**src/rtl/lc3b_types.sv**
```systemverilog
// rtl/lc3b_types.sv - shared LC-3b line/word types and the prefetcher state encoding
package lc3b_types;
  typedef logic [127:0] lc3b_block;
  typedef logic [15:0]  lc3b_word;
  typedef enum logic [1:0] {IDLE, PASS, FETCH, READY} l2_pf_state_t;
endpackage

```
**src/rtl/pf_line_buffer.sv**
```systemverilog
// rtl/pf_line_buffer.sv - prefetched line storage, last-offered line record and line hit compare
module pf_line_buffer
  import lc3b_types::*;
#(
  parameter int line_size      = 128,
  parameter int log_line_bytes = 4
) (
  input  logic                   clk,
  input  logic                   reset,
  input  logic                   load_addr,
  input  lc3b_word               new_addr,
  input  logic                   load_data,
  input  logic [line_size-1:0]   new_data,
  input  logic                   commit,
  input  logic [15-log_line_bytes:0] probe_line,
  output lc3b_word               fetch_addr,
  output logic [line_size-1:0]   buf_data,
  output lc3b_word               last_addr,
  output logic                   last_valid,
  output logic                   hit
);
  always_ff @(posedge clk or posedge reset) begin
    if (reset) begin
      fetch_addr <= '0;
      buf_data   <= '0;
      last_addr  <= '0;
      last_valid <= 1'b0;
    end else begin
      if (load_addr) fetch_addr <= new_addr;
      if (load_data) buf_data <= new_data;
      // remembering the offered line suppresses an immediate duplicate prefetch
      if (commit) begin
        last_addr  <= fetch_addr;
        last_valid <= 1'b1;
      end
    end
  end

  assign hit = (probe_line == fetch_addr[15:log_line_bytes]);
endmodule

```
**src/rtl/l2_prefetcher.sv**
```systemverilog
// rtl/l2_prefetcher.sv - next-line prefetcher and L2/physical-memory arbiter (L2 has priority)
module l2_prefetcher
  import lc3b_types::*;
#(
  parameter int line_size      = 128,
  parameter int log_line_bytes = 4
) (
  input  logic                 clk,
  input  logic                 reset,
  input  logic                 l2_mem_read,
  input  logic                 l2_mem_resp,
  input  lc3b_word             l2_mem_address,
  input  logic                 l2_pmem_read,
  input  logic                 l2_pmem_write,
  input  lc3b_word             l2_pmem_address,
  input  logic [line_size-1:0] l2_pmem_wdata,
  output logic                 l2_pmem_resp,
  output logic [line_size-1:0] l2_pmem_rdata,
  output logic                 pmem_read,
  output logic                 pmem_write,
  output lc3b_word             pmem_address,
  output logic [line_size-1:0] pmem_wdata,
  input  logic                 pmem_resp,
  input  logic [line_size-1:0] pmem_rdata,
  output logic                 prefetch_ready,
  output logic                 prefetch_busy,
  output lc3b_word             prefetch_address,
  output logic [line_size-1:0] prefetch_wdata,
  input  logic                 no_prefetch,
  input  logic                 done_prefetch
);
  localparam int line_bits = 16 - log_line_bytes;

  l2_pf_state_t         state;
  logic                 pending;
  lc3b_word             cand;
  logic                 req_read, req_write;
  lc3b_word             req_addr;
  logic [line_size-1:0] req_wdata;

  logic                 l2_req, handshake, rd_hit, cand_ok;
  logic                 load_addr, load_data, commit, hit, last_valid;
  logic [line_bits:0]   cand_sum;
  lc3b_word             cand_next, fetch_addr, last_addr;
  logic [line_size-1:0] buf_data;
  logic                 unused_offset_bits;

  assign l2_req    = l2_pmem_read | l2_pmem_write;
  assign handshake = done_prefetch | no_prefetch;

  // carry out of the line increment means the next line would wrap to 0x0000
  assign cand_sum  = {1'b0, l2_mem_address[15:log_line_bytes]} + {{line_bits{1'b0}}, 1'b1};
  assign cand_next = {cand_sum[line_bits-1:0], {log_line_bytes{1'b0}}};
  assign cand_ok   = l2_mem_read & l2_mem_resp & ~cand_sum[line_bits]
                   & ~(last_valid & (cand_next == last_addr));
  assign unused_offset_bits = ^l2_mem_address[log_line_bytes-1:0];

  assign rd_hit    = (state == READY) & ~handshake & l2_pmem_read & ~l2_pmem_write & hit;
  assign load_addr = (state == IDLE) & ~l2_req & pending;
  assign load_data = (state == FETCH) & pmem_resp;
  assign commit    = (state == READY) & (handshake | rd_hit);

  pf_line_buffer #(.line_size(line_size), .log_line_bytes(log_line_bytes)) u_buf (
    .clk        (clk),
    .reset      (reset),
    .load_addr  (load_addr),
    .new_addr   (cand),
    .load_data  (load_data),
    .new_data   (pmem_rdata),
    .commit     (commit),
    .probe_line (l2_pmem_address[15:log_line_bytes]),
    .fetch_addr (fetch_addr),
    .buf_data   (buf_data),
    .last_addr  (last_addr),
    .last_valid (last_valid),
    .hit        (hit)
  );

  always_ff @(posedge clk or posedge reset) begin
    if (reset) begin
      state     <= IDLE;
      pending   <= 1'b0;
      cand      <= '0;
      req_read  <= 1'b0;
      req_write <= 1'b0;
      req_addr  <= '0;
      req_wdata <= '0;
    end else begin
      if (cand_ok) begin
        cand    <= cand_next;
        pending <= 1'b1;
      end
      case (state)
        IDLE: begin
          if (l2_req) begin
            state     <= PASS;
            req_read  <= l2_pmem_read;
            req_write <= l2_pmem_write;
            req_addr  <= l2_pmem_address;
            req_wdata <= l2_pmem_wdata;
          end else if (pending) begin
            state   <= FETCH;
            pending <= cand_ok;
          end
        end
        PASS:  if (pmem_resp) state <= IDLE;
        FETCH: if (pmem_resp) state <= READY;
        READY: begin
          // handshake beats a coincident L2 request, which is then served from IDLE
          if (handshake || rd_hit) begin
            state <= IDLE;
          end else if (l2_req) begin
            state     <= PASS;
            req_read  <= l2_pmem_read;
            req_write <= l2_pmem_write;
            req_addr  <= l2_pmem_address;
            req_wdata <= l2_pmem_wdata;
          end
        end
        default: state <= IDLE;
      endcase
    end
  end

  always_comb begin
    pmem_read        = 1'b0;
    pmem_write       = 1'b0;
    pmem_address     = '0;
    pmem_wdata       = '0;
    l2_pmem_resp     = 1'b0;
    l2_pmem_rdata    = '0;
    prefetch_ready   = 1'b0;
    prefetch_busy    = 1'b0;
    prefetch_address = '0;
    prefetch_wdata   = '0;
    case (state)
      PASS: begin
        pmem_read     = req_read;
        pmem_write    = req_write;
        pmem_address  = req_addr;
        pmem_wdata    = req_wdata;
        l2_pmem_resp  = pmem_resp;
        l2_pmem_rdata = pmem_rdata;
      end
      FETCH: begin
        pmem_read     = 1'b1;
        pmem_address  = fetch_addr;
        prefetch_busy = 1'b1;
      end
      READY: begin
        prefetch_ready   = 1'b1;
        prefetch_busy    = 1'b1;
        prefetch_address = fetch_addr;
        prefetch_wdata   = buf_data;
        if (rd_hit) begin
          l2_pmem_resp  = 1'b1;
          l2_pmem_rdata = buf_data;
        end
      end
      default: ;
    endcase
  end
endmodule

```
**config.mk**
```make
export PLATFORM = sky130hd
export DESIGN_NAME = l2_prefetcher
export DESIGN_NICKNAME = d
export VERILOG_FILES = /design/src/rtl/lc3b_types.sv /design/src/rtl/pf_line_buffer.sv /design/src/rtl/l2_prefetcher.sv
export SDC_FILE = /design/constraint.sdc
export NUM_CORES = 1
export LEC_CHECK = 0
export CORE_AREA = 2 2 279 281
export DETAILED_ROUTE_END_ITERATION = 6
export DIE_AREA = 0 0 281 283
export PLACE_DENSITY = 0.44
export SLEW_MARGIN = 0
export SYNTH_ARGS = -nofsm -noshare
export SYNTH_HDL_FRONTEND = slang
export SYNTH_HIERARCHICAL = 1
export SYNTH_SLANG_ARGS = --single-unit
```
**constraint.sdc**
```tcl
create_clock -name clk -period 6.1 [get_ports clk]
set_clock_uncertainty 0.1 [all_clocks]
set_input_delay 0.915 -clock clk [delete_from_list [all_inputs] [get_ports clk]]
set_output_delay 0.915 -clock clk [all_outputs]
set_load 0.03 [all_outputs]
```
== Word-level counts from Yosys, hierarchy flattened ==
Cells that the tools add are included.
Word-level totals
  word-level logic and storage cells: 83
  register bits: 314
  input port bits: 297
  output and inout bits: 421
Operators by class
  reduce and logical (&&, ||, !) cells: 6
  mux-type cells: 35
  $add $sub $neg: 1
  eq/ne operators: 10
  bitwise gates (word level): 20
Operator list (count)
  128-bit two-way mux: 5
  128-bit case mux with 2 select lines: 2
  16-bit case mux with 2 select lines: 2
  16-bit two-way mux: 3
  12-bit == test: 2
  12-bit by 1-bit adder with 13-bit output, second input constant: 1
  1-bit AND: 12
  1-bit two-way mux: 12
  2-bit two-way mux: 6
  1-bit case mux with 2 select lines: 4
  2-bit case mux with 4 select lines: 1
  2-bit != test, second input constant: 3
  1-bit NOT: 5
  2-bit == test, second input constant: 2
  4-bit AND reduction: 1
  3-bit by 2-bit != test with 1-bit output, second input constant: 1
  3-bit != test, second input constant: 1
  1-bit OR: 3
  2-bit by 1-bit == test with 1-bit output, second input constant: 1
  2-bit logical NOT: 1
  2-bit AND reduction: 1
  2-bit nonzero test: 1
  2-bit OR reduction: 1
  1-bit logical OR: 1

== Depth between registers and ports, before layout ==
  depth after elaboration: 9
  mapped depth: 10
  gate-level depth less buffers: 8

== By module ==
The synthesis kept the hierarchy.
By module, submodules not included
  l2_prefetcher: cells each 932, area an instance 9919.5 um2, seq. area each 4028.9 um2, instances 1
  pf_line_buffer: cells each 357, area an instance 6178.4 um2, seq. area each 4028.9 um2, instances 1

== Least setup slack after synthesis ==
OpenSTA, ideal clock, no wires.
  path type: input port to output port
  from: in l2_pmem_address[7]
  to: out l2_pmem_rdata[0]
  cell stages on the path: 8
  path buffers: 2
  required time: 5.085 ns
  path slack: 2.490 ns
  arrival time: 2.595 ns
  path through: xnor2_1 nand4_1 nor3_1 nor2b_1 and3_1 clkbuf_1 buf_1 a22o_1
On the way
  word-level cells in the longest chain between the ends: 4
RTL lines
  start: declaration: line l2_prefetcher.sv:15  | input lc3b_word l2_pmem_address,
  12-bit == test: line pf_line_buffer.sv:39  | assign hit = (probe_line == fetch_addr[15:log_line_bytes]);
  via hit: line l2_prefetcher.sv:42  | logic load_addr, load_data, commit, hit, last_valid;
  1-bit AND: line l2_prefetcher.sv:58  | assign rd_hit = (state == READY) & ~handshake & l2_pmem_read & ~l2_pmem_write & hit;
  128-bit two-way mux: line l2_prefetcher.sv:155  | if (rd_hit) begin
  128-bit case mux with 2 select lines: line l2_prefetcher.sv:136  | case (state)
  end: declaration: line l2_prefetcher.sv:18  | output logic [line_size-1:0] l2_pmem_rdata,
The timed path passes the listed nets, and every way through them passes these cells.

== Final worst setup path ==
  from: in l2_pmem_address[14]
  to: out l2_pmem_rdata[114]
The elaborated chain is that of the path after synthesis.

==> results.txt <==
The sequential share of the synthesized area came out at 50.1%. The share of final-layout standard cells stronger than drive strength 1 is roughly a fifth. The number of antenna violations at the first check in global routing came to 9. The worst setup path is launched from a primary input. The wire length per cell after detailed routing came out at 21.4 µm. The overall overflow remaining after global route is 0. The mean area per synthesized cell is 12.5 µm². Max-cap violations in this run came to 0. The total wire length came out at 65000 µm.

The netlist area before placement is 16100 µm². The total routing usage reported by global routing came out at about 16%. The worst endpoint required time is 5.08 ns. The summed negative setup slack over all endpoints is 0 ns. The fraction of the cycle the final worst path needs came out at 85.4%. The largest vdd supply drop is around 0.27 mV. Counting flops and latches in the post-synthesis netlist gives approximately 320. The floorplan die area is 79500 µm². Buffers added to address setup during post-CTS repair amount to 0.

The worst slack at placement is 0.802 ns. Clock tree synthesis inserted a total of 42 buffers. The clock tree from TritonCTS is yes. The vertical die dimension came out at 283 µm.

The leading register cell type out of synthesis is sky130_fd_sc_hd__dfrtp_1. The top cell types in the final layout, fill and taps aside, are sky130_fd_sc_hd__clkdlybuf4s50_1, sky130_fd_sc_hd__dfrtp_1, sky130_fd_sc_hd__mux2_2, sky130_fd_sc_hd__and2_1, sky130_fd_sc_hd__a22o_1. Setup violations remaining at the end of the flow were counted as 0. Detailed placement ended at an HPWL of 47700 µm. The H-tree was split into 2 levels.

The later pin in the worst-skew pair is clocked with a latency of 0.57 ns. The starting density of the core came out at 21.0%. The worst-margin pin slew came out at 1.19 ns.

The standard-cell row count came out at 102. The quantity of gates resized following cts came out at 0. The number of placed I/O pins came out at 718. The most common cell after layout, fill and taps aside is sky130_fd_sc_hd__clkdlybuf4s50_1. The area added between synthesis and finish came out at 59.7%.

The number of distinct library cell variants in the gate-level netlist after synthesis came out at 38. The worst-case clock buffer depth came out at 3. The worst setup path is captured at a primary output. The last weighted congestion value of the routability-driven placer came out at just under 0.8. After the last flow step, the layout net total stands at approximately 2300. The data arrival time of the worst path is roughly 4.2 ns. The register clock-pin slew on the reported worst setup and hold paths is 0.06 ns. The number of vias in the routed layout came out at 12800.

The smallest clock period supported by the final layout is computed as 5.21 ns. The count of nets left with antenna violations once routing finished came out at 0. The highest achievable clock rate came out at 192 MHz. The via count of the first global-routing pass came out at 13700. The synthesis warning total came out at 6. Setup repair after global routing left no endpoint under its margin.

The number of buffers added on ports came out at 713. The x dimension of the die is ~280 µm. The first-pass GRT wire length is 93800 µm. In this run the worst hold path is classified as flip-flop to flip-flop. The number of remaining DRC errors is 0. Of all flip-flops after synthesis, the portion carrying an async set or reset was between 90% and 100%. The core region is 76700 µm².

The headroom to the max-slew limit is a little over a fifth. Overall power consumption after layout is estimated at 13.1 mW. The synthesized instance count came out at 1289. The via-per-instance ratio came out at approximately 4.2. Summed over all cells, the static leakage comes to 10.1 nW. Hold repair after CTS inserted 0 buffers.

For this block, the initial DRC count from the detailed router was approximately 390. The least setup slack across all paths after layout came out at 0.892 ns. The post-route worst hold slack came out at 0.367 ns.

The detailed-routing iteration count for the pre-antenna-repair pass is 4. Entering global routing, the biggest net connects around 120 pins. The number of max-slew violations in the final report came out at 0. The number of endpoints with negative hold slack in the final report came out at 0.

The clock root buffer master is sky130_fd_sc_hd__clkbuf_16. The flow ran to the end, and the final reports show no timing, DRC or antenna violations. The maximum fanout encountered on the critical timing path is slightly above 50. The power density relative to cell area is 509 nW/µm². The number of flops mapped to enable cells by yosys came out at 0.

The worst setup path is of the primary input to primary output kind. The number of clock sinks came out at 322.
per-stage QoR:
stage | util [%] | instances | area (µm²)
floorplan | - | 1292 | 16100
global placement | 31.7 | 2965 | 24300
detailed placement | 31.7 | 2965 | 24300
CTS | 33.5 | 3040 | 25700
global route | 33.5 | 3040 | 25700
finish | 33.5 | 3041 | 25700
kinds of logic (layout without fill, tap and decap cells):
kind of cell | count (synthesis) | in the layout | synth area share (%)
and+or+nand+nor | 335 | 335 | 12.7
muxes | 320 | 320 | 22.4
adders and majority gates | 6 | 6 | 0.466
other | 1 | 5 | 0.0233
DFF | 322 | 322 | 50.1
xor gates and xnor gates | 36 | 36 | 2.47
AOI/OAI and AO/OA | 157 | 157 | 8.28
buffers and inverters | 112 | 820 | 3.54
critical path, cell delays in order:
cell and delay, ns:
sky130_fd_sc_hd__clkdlybuf4s50_1 0.44, sky130_fd_sc_hd__xnor2_1 0.32, sky130_fd_sc_hd__nand4_1 0.19, sky130_fd_sc_hd__nor3_1 0.24, sky130_fd_sc_hd__nor2b_1 0.26, sky130_fd_sc_hd__and3_4 0.45
sky130_fd_sc_hd__buf_12 0.30, sky130_fd_sc_hd__a22o_1 0.29, sky130_fd_sc_hd__clkdlybuf4s50_1 0.71
worst paths after layout:
path,start,endpoint,slack (ns),cells past startpoint
min reg2reg,u_buf/last_valid,u_buf/last_valid,0.37,1
max,l2_pmem_address[14],l2_pmem_rdata[114],0.89,9
max in group asynchronous,reset,u_buf/buf_data[11],3.90,3
min,u_buf/last_valid,u_buf/last_valid,0.37,1
max reg2reg,state[0],req_wdata[13],2.28,6
min in group asynchronous,reset,req_wdata[9],0.80,2
layout make-up:
| class | instances | area, µm² |
|---|---|---|
| Clock inverter | 15 | 223 |
| Inverter | 13 | 58.8 |
| Antenna cell | 1 | 2.50 |
| Fill cell | 7662 | 51000 |
| Multi-Input combinational cell | 858 | 7520 |
| Clock buffer | 60 | 1180 |
| Timing Repair Buffer | 732 | 7370 |
| Tap cell | 1040 | 1300 |
| Sequential cell | 322 | 8060 |
metal layers:
layer | track usage [%] | vias up | share of wire, %
li1 | - | 5871 | -
met1 | 16.2 | 6306 | 36
met2 | 28.8 | 497 | 51
met3 | 6.56 | 92 | 10
met4 | 4.97 | 14 | 3.1
met5 | 0 | - | 0.15
synthesized netlist by cell type (3+ instances only):
cell | count | share of area [%]
sky130_fd_sc_hd__a22o_1 | 128 | 7.0
sky130_fd_sc_hd__a22oi_1 | 16 | 0.75
sky130_fd_sc_hd__and2_1 | 274 | 11
sky130_fd_sc_hd__and3_1 | 3 | 0.12
sky130_fd_sc_hd__buf_6 | 8 | 0.56
sky130_fd_sc_hd__clkbuf_1 | 78 | 1.8
sky130_fd_sc_hd__clkbuf_8 | 8 | 0.68
sky130_fd_sc_hd__dfrtp_1 | 322 | 50
sky130_fd_sc_hd__ha_1 | 6 | 0.47
sky130_fd_sc_hd__inv_1 | 13 | 0.30
sky130_fd_sc_hd__mux2_2 | 309 | 22
sky130_fd_sc_hd__mux2_4 | 4 | 0.37
sky130_fd_sc_hd__mux2i_1 | 7 | 0.44
sky130_fd_sc_hd__nand2_1 | 8 | 0.19
sky130_fd_sc_hd__nand3_1 | 4 | 0.12
sky130_fd_sc_hd__nand4_1 | 6 | 0.23
sky130_fd_sc_hd__nor2_1 | 6 | 0.14
sky130_fd_sc_hd__nor2b_1 | 19 | 0.74
sky130_fd_sc_hd__nor3_1 | 7 | 0.22
sky130_fd_sc_hd__nor4_1 | 3 | 0.12
sky130_fd_sc_hd__o21ai_0 | 3 | 0.093
sky130_fd_sc_hd__xnor2_1 | 23 | 1.3
sky130_fd_sc_hd__xnor3_1 | 6 | 0.84
sky130_fd_sc_hd__xor2_1 | 7 | 0.38
power breakdown:
part | leakage (nW) | total, mW | switching (mW) | internal, mW
combinational | 5.63 | 6.69 | 3.53 | 3.16
clock | 0.689 | 2.53 | 1.01 | 1.52
sequential | 3.82 | 3.87 | 0.674 | 3.20
total | 10.1 | 13.1 | 5.21 | 7.88
flip-flops by register name, summed over array words and instances (netlist names):
name	count
req_addr	16
req_wdata	128
u_buf/last_valid	1
u_buf/last_addr	16
pending	1
cand	12
state	2
req_write	1
u_buf/fetch_addr	16
req_read	1
u_buf/buf_data	128
(Power assumes the default switching activity.)
